--- src/rtl/spi_seq_pkg.sv ---
// Shared types and constants for the SPI word sequencer.
package spi_seq_pkg;

  localparam int FRAME_W = 16;
  localparam int WORD_W  = 32;

  localparam logic [1:0] MODE_XCHG = 2'b00;
  localparam logic [1:0] MODE_TX   = 2'b01;
  localparam logic [1:0] MODE_RX   = 2'b10;
  localparam logic [1:0] MODE_CLR  = 2'b11;  // exchange that also clears the sticky timeout flag

  typedef enum logic [3:0] {
    IDLE,
    START_HI,
    WAIT_HI,
    GAP_HI,
    START_LO,
    WAIT_LO,
    GAP_LO,
    DONE,
    ABORT
  } state_t;

  // Every mode except rx-only launches the transmit side.
  function automatic logic mode_uses_tx(input logic [1:0] mode);
    return mode != MODE_TX ? (mode != MODE_RX) : 1'b1;
  endfunction

  // Every mode except tx-only launches the receive side.
  function automatic logic mode_uses_rx(input logic [1:0] mode);
    return mode != MODE_TX;
  endfunction

  // Rx-only frames shift out zeros.
  function automatic logic [FRAME_W-1:0] tx_frame(input logic [1:0] mode,
                                                   input logic [FRAME_W-1:0] half);
    return (mode == MODE_RX) ? '0 : half;
  endfunction

endpackage

--- src/rtl/spi_seq_timer.sv ---
// Loadable saturating down-counter; shared by the gap and timeout phases.
module spi_seq_timer #(
  parameter int W = 8
) (
  input  logic         clk,
  input  logic         reset,
  input  logic         load,
  input  logic [W-1:0] load_value,
  output logic         zero
);

  logic [W-1:0] count_reg;

  // Load wins; otherwise count down and park at zero.
  always_ff @(posedge clk or posedge reset) begin
    if (reset) begin
      count_reg <= '0;
    end else if (load) begin
      count_reg <= load_value;
    end else if (count_reg != '0) begin
      count_reg <= count_reg - 1'b1;
    end
  end

  assign zero = (count_reg == '0);

endmodule

--- src/rtl/spi_word_sequencer.sv ---
// Splits a 32-bit word into two 16-bit SPI frames (high half first), enforces
// the inter-frame gap, aborts stalled frames and reassembles the reply.
module spi_word_sequencer
  import spi_seq_pkg::*;
#(
  parameter int GAP_CYCLES     = 64,
  parameter int TIMEOUT_CYCLES = 1024
) (
  input  logic               clk,
  input  logic               reset,
  input  logic               in_valid,
  output logic               in_ready,
  input  logic [WORD_W-1:0]  in_data,
  input  logic [1:0]         in_mode,
  output logic               slave_tx_start,
  output logic               slave_rx_start,
  output logic [FRAME_W-1:0] input_reg_data,
  input  logic [FRAME_W-1:0] output_reg_data,
  input  logic               rx_valid,
  input  logic               tx_done,
  output logic               out_valid,
  input  logic               out_ready,
  output logic [WORD_W-1:0]  out_data,
  output logic               busy,
  output logic               timeout_err
);

  localparam int TO_W  = $clog2(TIMEOUT_CYCLES + 1);
  localparam int GAP_W = $clog2(GAP_CYCLES + 1);
  localparam int TMR_W = (TO_W > GAP_W) ? TO_W : GAP_W;

  // The timer reads zero on the last cycle of a phase, so load length-1.
  localparam logic [TMR_W-1:0] TO_LOAD  = TMR_W'(TIMEOUT_CYCLES - 1);
  localparam logic [TMR_W-1:0] GAP_LOAD = TMR_W'(GAP_CYCLES - 1);

  state_t               state_reg;
  logic [1:0]           mode_reg;
  logic [FRAME_W-1:0]   lo_word_reg;
  logic [FRAME_W-1:0]   hi_frame_reg;
  logic [FRAME_W-1:0]   lo_frame_reg;
  logic                 in_ready_reg;
  logic                 busy_reg;
  logic                 tx_start_reg;
  logic                 rx_start_reg;
  logic [FRAME_W-1:0]   ird_reg;
  logic                 out_valid_reg;
  logic [WORD_W-1:0]    out_data_reg;
  logic                 timeout_err_reg;

  logic                 frame_done;
  logic                 timer_load;
  logic [TMR_W-1:0]     timer_value;
  logic                 timer_zero;

  assign frame_done = tx_done | rx_valid;

  // Reload the shared timer whenever a timed phase begins.
  always_comb begin
    timer_load  = 1'b0;
    timer_value = GAP_LOAD;
    case (state_reg)
      START_HI, START_LO: begin
        timer_load  = 1'b1;
        timer_value = TO_LOAD;
      end
      WAIT_HI, WAIT_LO: begin
        if (frame_done || timer_zero) begin
          timer_load  = 1'b1;
          timer_value = GAP_LOAD;  // both the gap and the abort hold-off last GAP_CYCLES
        end
      end
      default: ;
    endcase
  end

  spi_seq_timer #(
    .W(TMR_W)
  ) u_timer (
    .clk        (clk),
    .reset      (reset),
    .load       (timer_load),
    .load_value (timer_value),
    .zero       (timer_zero)
  );

  // Sequencer FSM; every output is a register updated on the transition.
  always_ff @(posedge clk or posedge reset) begin
    if (reset) begin
      state_reg       <= IDLE;
      mode_reg        <= MODE_XCHG;
      lo_word_reg     <= '0;
      hi_frame_reg    <= '0;
      lo_frame_reg    <= '0;
      in_ready_reg    <= 1'b1;
      busy_reg        <= 1'b0;
      tx_start_reg    <= 1'b0;
      rx_start_reg    <= 1'b0;
      ird_reg         <= '0;
      out_valid_reg   <= 1'b0;
      out_data_reg    <= '0;
      timeout_err_reg <= 1'b0;
    end else begin
      tx_start_reg <= 1'b0;
      rx_start_reg <= 1'b0;
      case (state_reg)
        IDLE: begin
          if (in_valid) begin
            mode_reg     <= in_mode;
            lo_word_reg  <= in_data[FRAME_W-1:0];
            ird_reg      <= tx_frame(in_mode, in_data[WORD_W-1:FRAME_W]);
            tx_start_reg <= mode_uses_tx(in_mode);
            rx_start_reg <= mode_uses_rx(in_mode);
            in_ready_reg <= 1'b0;
            busy_reg     <= 1'b1;
            if (in_mode == MODE_CLR) begin
              timeout_err_reg <= 1'b0;
            end
            state_reg <= START_HI;
          end
        end
        START_HI: state_reg <= WAIT_HI;
        WAIT_HI: begin
          // A done on the last timeout cycle still counts as done.
          if (frame_done) begin
            hi_frame_reg <= output_reg_data;
            state_reg    <= GAP_HI;
          end else if (timer_zero) begin
            timeout_err_reg <= 1'b1;
            state_reg       <= ABORT;
          end
        end
        GAP_HI: begin
          if (timer_zero) begin
            ird_reg      <= tx_frame(mode_reg, lo_word_reg);
            tx_start_reg <= mode_uses_tx(mode_reg);
            rx_start_reg <= mode_uses_rx(mode_reg);
            state_reg    <= START_LO;
          end
        end
        START_LO: state_reg <= WAIT_LO;
        WAIT_LO: begin
          if (frame_done) begin
            lo_frame_reg <= output_reg_data;
            state_reg    <= GAP_LO;
          end else if (timer_zero) begin
            timeout_err_reg <= 1'b1;
            state_reg       <= ABORT;
          end
        end
        GAP_LO: begin
          if (timer_zero) begin
            out_valid_reg <= 1'b1;
            out_data_reg  <= {hi_frame_reg, lo_frame_reg};
            state_reg     <= DONE;
          end
        end
        DONE: begin
          if (out_ready) begin
            out_valid_reg <= 1'b0;
            in_ready_reg  <= 1'b1;
            busy_reg      <= 1'b0;
            state_reg     <= IDLE;
          end
        end
        ABORT: begin
          if (timer_zero) begin
            in_ready_reg <= 1'b1;
            busy_reg     <= 1'b0;
            state_reg    <= IDLE;
          end
        end
        default: begin
          in_ready_reg <= 1'b1;
          busy_reg     <= 1'b0;
          state_reg    <= IDLE;
        end
      endcase
    end
  end

  assign in_ready       = in_ready_reg;
  assign busy           = busy_reg;
  assign slave_tx_start = tx_start_reg;
  assign slave_rx_start = rx_start_reg;
  assign input_reg_data = ird_reg;
  assign out_valid      = out_valid_reg;
  assign out_data       = out_data_reg;
  assign timeout_err    = timeout_err_reg;

endmodule

--- config.mk ---
export PLATFORM = sky130hd
export DESIGN_NAME = spi_word_sequencer
export DESIGN_NICKNAME = d
export VERILOG_FILES = /design/src/rtl/spi_seq_pkg.sv /design/src/rtl/spi_seq_timer.sv /design/src/rtl/spi_word_sequencer.sv
export SDC_FILE = /design/constraint.sdc
export NUM_CORES = 1
export LEC_CHECK = 0
export BUFFER_PORTS_ARGS = -buffer_cell sky130_fd_sc_hd__buf_2
export CORE_MARGIN = 1
export CORE_UTILIZATION = 40
export CTS_CLUSTER_SIZE = 12
export DETAILED_ROUTE_END_ITERATION = 8
export GPL_ROUTABILITY_DRIVEN = 0
export GPL_TIMING_DRIVEN = 0
export HOLD_SLACK_MARGIN = 0.02
export PLACE_DENSITY = 0.6
export SLEW_MARGIN = 40
export SYNTH_ARGS = -nofsm -noshare
export SYNTH_HDL_FRONTEND = slang
export SYNTH_SLANG_ARGS = --single-unit
--- constraint.sdc ---
create_clock -name clk -period 4.5 [get_ports clk]
set_input_delay 0.675 -clock clk [delete_from_list [all_inputs] [get_ports clk]]
set_output_delay 0.675 -clock clk [all_outputs]
set_load 0.02 [all_outputs]
==> Word-level counts from Yosys, hierarchy flattened <==
Index checks and enable logic that the tools add are counted.
{ "totals": {"inputBits": 56, "word_cells": 100, "regBits": 119, "out_inout_bits": 54} }
{ "op_classes": {"n_mux": 40, "reduce_logical": 20, "n_bitwise": 2, "addsub": 1, "n_eq_ne": 23} }
{ "op_table": {"columns": ["op", "n"], "rows": [
  ["16-bit two-way mux", 4],
  ["4-bit case mux with 9 select lines", 1],
  ["4-bit two-way mux", 8],
  ["16-bit case mux with 2 select lines", 1],
  ["11-bit two-way mux", 2],
  ["2-bit inequality test, second input constant", 9],
  ["4-bit by 3-bit equality test with 1-bit output, second input constant", 4],
  ["1-bit two-way mux", 16],
  ["11-bit logical NOT", 1],
  ["11-bit nonzero test", 1],
  ["11-bit by 1-bit subtractor with 11-bit output, second input constant", 1],
  ["10-bit two-way mux", 1],
  ["1-bit case mux with 2 select lines", 5],
  ["5-bit AND reduction", 2],
  ["4-bit by 2-bit equality test with 1-bit output, second input constant", 2],
  ["1-bit case mux with 4 select lines", 2],
  ["2-bit AND reduction", 4],
  ["2-bit nonzero test", 4],
  ["2-bit equality test, second input constant", 3],
  ["2-bit by 1-bit inequality test with 1-bit output, second input constant", 3],
  ["3-bit AND reduction", 2],
  ["6-bit OR reduction", 1],
  ["4-bit by 1-bit equality test with 1-bit output, second input constant", 1],
  ["4-bit equality test, second input constant", 1],
  ["other kinds (6)", 7]
]} }

==> Logic depth before layout (Yosys ltp) <==
{ "depth": {"ltp_word": 5, "ltp_mapped": 8, "depth_no_buf": 6} }

==> Modules after synthesis <==
Synthesis repeated with hierarchy kept, for this count alone.
{ "unflattened": {"cells_unflattened": 454, "area_unflattened_um2": 5290.1} }
{ "modules_own_cells": {"columns": ["mod", "cells_per_inst", "area_each_um2", "instances"], "rows": [
  ["spi_word_sequencer", 391, 4665.7, 1],
  ["spi_seq_timer", 63, 624.3, 1]
]} }

==> Worst setup path before layout <==
OpenSTA, ideal clock, no wires.
{ "synth_timing": {"path_kind": "reg2reg", "startpoint": "register u_timer.count_reg[0]", "endpoint": "register out_data_reg[0] (netlist: out_data[0])", "arrival_ps": 1961, "slack_ps": 2414, "path_buffers": 2, "path_stages_with_launch": 9, "period_less_slack_ps": 2086, "t_required_ps": 4375, "cell_sequence": "dfrtp_1 > inv_1 > ha_1 > nor3b_2 > nand3_4 > or3_1 > buf_6 > buf_12 > mux2_4"} }
{ "synth_via": {"elab_chain_len": 2} }
{ "synth_rtl": {"columns": ["item", "line_no", "text"], "rows": [
  ["start: declaration", "spi_seq_timer.sv:12", "logic [W-1:0] count_reg;"],
  ["start signal: assignment", "spi_seq_timer.sv:19", "count_reg <= load_value;"],
  ["start signal: assignment", "spi_seq_timer.sv:21", "count_reg <= count_reg - 1'b1;"],
  ["11-bit logical NOT", "spi_seq_timer.sv:25", "assign zero = (count_reg == '0);"],
  ["2-bit AND reduction (no source line)", null, null],
  ["end signal: assignment", "spi_word_sequencer.sv:153", "out_data_reg <= {hi_frame_reg, lo_frame_reg};"],
  ["end: declaration", "spi_word_sequencer.sv:47", "logic [WORD_W-1:0] out_data_reg;"]
]} }
No other way between the ends.
A chain may end at the register's enable or synchronous reset.

==> Worst setup path after layout <==
{ "layout_timing": {"startpoint": "register u_timer.count_reg[0]", "endpoint": "register ird_reg[0] (netlist: input_reg_data[0])"} }
{ "layout_via": {"elab_chain_len": 3} }
{ "layout_rtl": {"columns": ["item", "line_no", "text"], "rows": [
  ["11-bit logical NOT", "spi_seq_timer.sv:25", null],
  ["2-bit inequality test (no source line)", null, null],
  ["3-bit AND reduction (no source line)", null, null],
  ["end signal: assignment", "spi_word_sequencer.sv:110", "ird_reg <= tx_frame(in_mode, in_data[WORD_W-1:FRAME_W]);"],
  ["end signal: assignment", "spi_word_sequencer.sv:134", "ird_reg <= tx_frame(mode_reg, lo_word_reg);"],
  ["end: declaration", "spi_word_sequencer.sv:45", "logic [FRAME_W-1:0] ird_reg;"]
]} }
No other way between the ends.

==> flow_summary.json <==
{
  "synth_seq_cells": 119,
  "fmax_ghz": 0.416,
  "cts_setup_buffers": 0,
  "cp_max_fo": 10,
  "nets": 557,
  "die_w_um": 116,
  "muxShareOfSynthArea_pct": 23.3,
  "synth-compound-area-share_pct": 8.43,
  "critPathKind": "reg2reg",
  "hp-class": "in2async",
  "synth_fa_ha_area_share_pct": 0.240,
  "final_common_cell": "dfrtp_1",
  "grt_pass1_vias": 3391,
  "period_needed_ns": 2.40,
  "endpoint_kind": "register",
  "htree_levels": 4,
  "setup_viol": 0,
  "synthSimpleGateAreaFrac_pct": 6.43,
  "dr.pass1.iters": 4,
  "grt_use_total_pct": 17.0,
  "final_cells": 685,
  "grt_max_degree": 72,
  "synth_top_area_share_pct": 56.7,
  "cts.root.buffer_cell": "clkbuf_16",
  "status": "finished clean",
  "setup_ws_ns": 2.10,
  "num_antenna_cells": 0,
  "cts.sinks": 119,
  "syn_nets": 428,
  "place_ws_ns": 1.80,
  "cts_buffer_depth": 2,
  "drive_above_1_share_pct": 49.3,
  "fin_worst_skew_ns": 0.00867,
  "finalHoldViolCount": 0,
  "drv_cap": 0,
  "wl_mm": 10.5,
  "largest_reg_flops": 32,
  "yosysSeqAreaShare_pct": 57.2,
  "num_vias": 3440,
  "critPathLaunchType": "register",
  "avgSynthCellArea_sq_um": 14.0,
  "async_flop_share_pct": 100,
  "place_inst": 653,
  "cp.arrival_ns": 2.69,
  "pin_count": 110,
  "grt_overflow": 0,
  "ys.flop_type": "dfrtp_1",
  "tritoncts": "built",
  "dieHeight_um": 116,
  "placed_area_sq_mm": 0.00601,
  "clkTransAtPathRegs_ns": 0.05,
  "drtAntennaViolNets": 0,
  "dieArea_sq_mm": 0.0135,
  "power_density_mw_per_mm2": 577,
  "core-area_sq_mm": 0.0127,
  "synthCells": 371,
  "irDropWorstVdd_v": 0.000289,
  "via_per_inst": 5.02,
  "numPortBuffers": 109,
  "slew_viol_final": 0,
  "synth_xor_area_share_pct": 1.34,
  "dp_hpwl_mm": 7.25,
  "yosysUniqueCellTypes": 49,
  "required_ns": 4.79,
  "synth_top_family_by_area": "multiplexers",
  "final_cell_mix": "dfrtp_1 (118), buf_2 (113), mux2_2 (68), mux2_4 (30)",
  "p_leak_nw": 3.27,
  "yosysWarningCount": 0,
  "cts_hold_buffers": 0,
  "total_power_w": 0.00381,
  "numCtsBuffers": 17,
  "whs_ns": 0.263,
  "start_util_pct": 41.1,
  "grt_pass1_wl_mm": 17.0,
  "worstMarginPinSlew_ns": 0.729,
  "fin_crit_sh_pct": 53.4,
  "grt_setup_unrepaired": "no",
  "max_slew_margin_pct": 51.0,
  "drc": 0,
  "final_area_sq_mm": 0.00660,
  "wl_per_cell_um": 15.3,
  "worstSkewPairLatency_ns": 0.41,
  "antenna_found_initial": 0,
  "synth_edf_count": 0,
  "cts_resized": 0,
  "netlist_area_sq_mm": 0.00521,
  "syn_to_final_growth_pct": 26.6,
  "drt_iter0_markers": 287,
  "ys_top_cells_by_area": "dfrtp_1 (57%), mux2_2 (15%), mux2_4 (8.6%)",
  "synth_top_area_cell": "dfrtp_1",
  "row_count": 41
}
==> final cells by class <==
cell class	instances	area [sq um]
fill	1130	6070
sequential	119	2980
multi-input combinational	226	2070
timing repair buffer	110	573
clock buffer	22	464
tap	172	215
clock inverter	10	128
buffer	17	125
inverter	9	41.3
==> per-layer routing <==
layer  global-route usage (%)  routed length (um)
met3                     6.23                 683
met2                     26.9                4940
met1                     20.7                4770
met4                     7.95                  88
met5                        0                   0
==> cells by family after synthesis <==
family / count (synthesis)
xor gates and xnor gates: 8
adders and majority gates: 1
buffers and inverters: 26
and+or+nand+nor: 56
AOI/OAI and AO/OA: 63
muxes: 98
DFF: 119
==> synth_stat cells (3+ instances only) <==
cell type / instances
o21ai_0: 17
nor2_1: 10
clkbuf_1: 9
a21oi_1: 6
xnor2_1: 3
o211ai_1: 3
nand2_1: 11
nor2b_1: 3
nor3_1: 7
mux2_4: 30
dfrtp_1: 118
buf_2: 4
mux2_2: 68
a22o_1: 16
nand3_1: 4
xor2_1: 5
buf_12: 3
inv_1: 9
nand3b_1: 3
==> power by group <==
part           total [W]  switching, W  internal, W
Sequential       0.00151      0.000162      0.00135
Combinational   0.000948      0.000489     0.000459
Clock            0.00135      0.000458     0.000893
Total            0.00381       0.00111      0.00270
==> through the flow <==
stage | setup TNS (ns) | util [%]
finish | 0 | 52.1
global route | 0 | 52.1
CTS | 0 | 52.1
detailed placement | 0 | 47.4
global placement | -82.92 | 47.1
floorplan | 0 | -
==> final timing paths <==
check | cells past startpoint | slack, ns | to | start
max reg2reg | 7 | 2.10 | input_reg_data[0] | u_timer.count_reg[0]
max in group asynchronous | 3 | 3.60 | state_reg[2] | reset
max | 7 | 2.10 | input_reg_data[0] | u_timer.count_reg[0]
min reg2reg | 1 | 0.49 | out_data[1] | lo_frame_reg[1]
min in group clk | 2 | 0.49 | lo_word_reg[10] | in_data[10]
min | 2 | 0.26 | input_reg_data[1] | reset
==> worst max-delay path: stages (launching register included) <==
cell and delay (ns):
dfrtp_1 0.39, inv_1 0.09, ha_1 0.19, nor3b_2 0.28, nand3_4 0.20, o21ai_2 0.40, buf_2 0.34, mux2_2 0.38
Power figures use the tool's default switching activity.
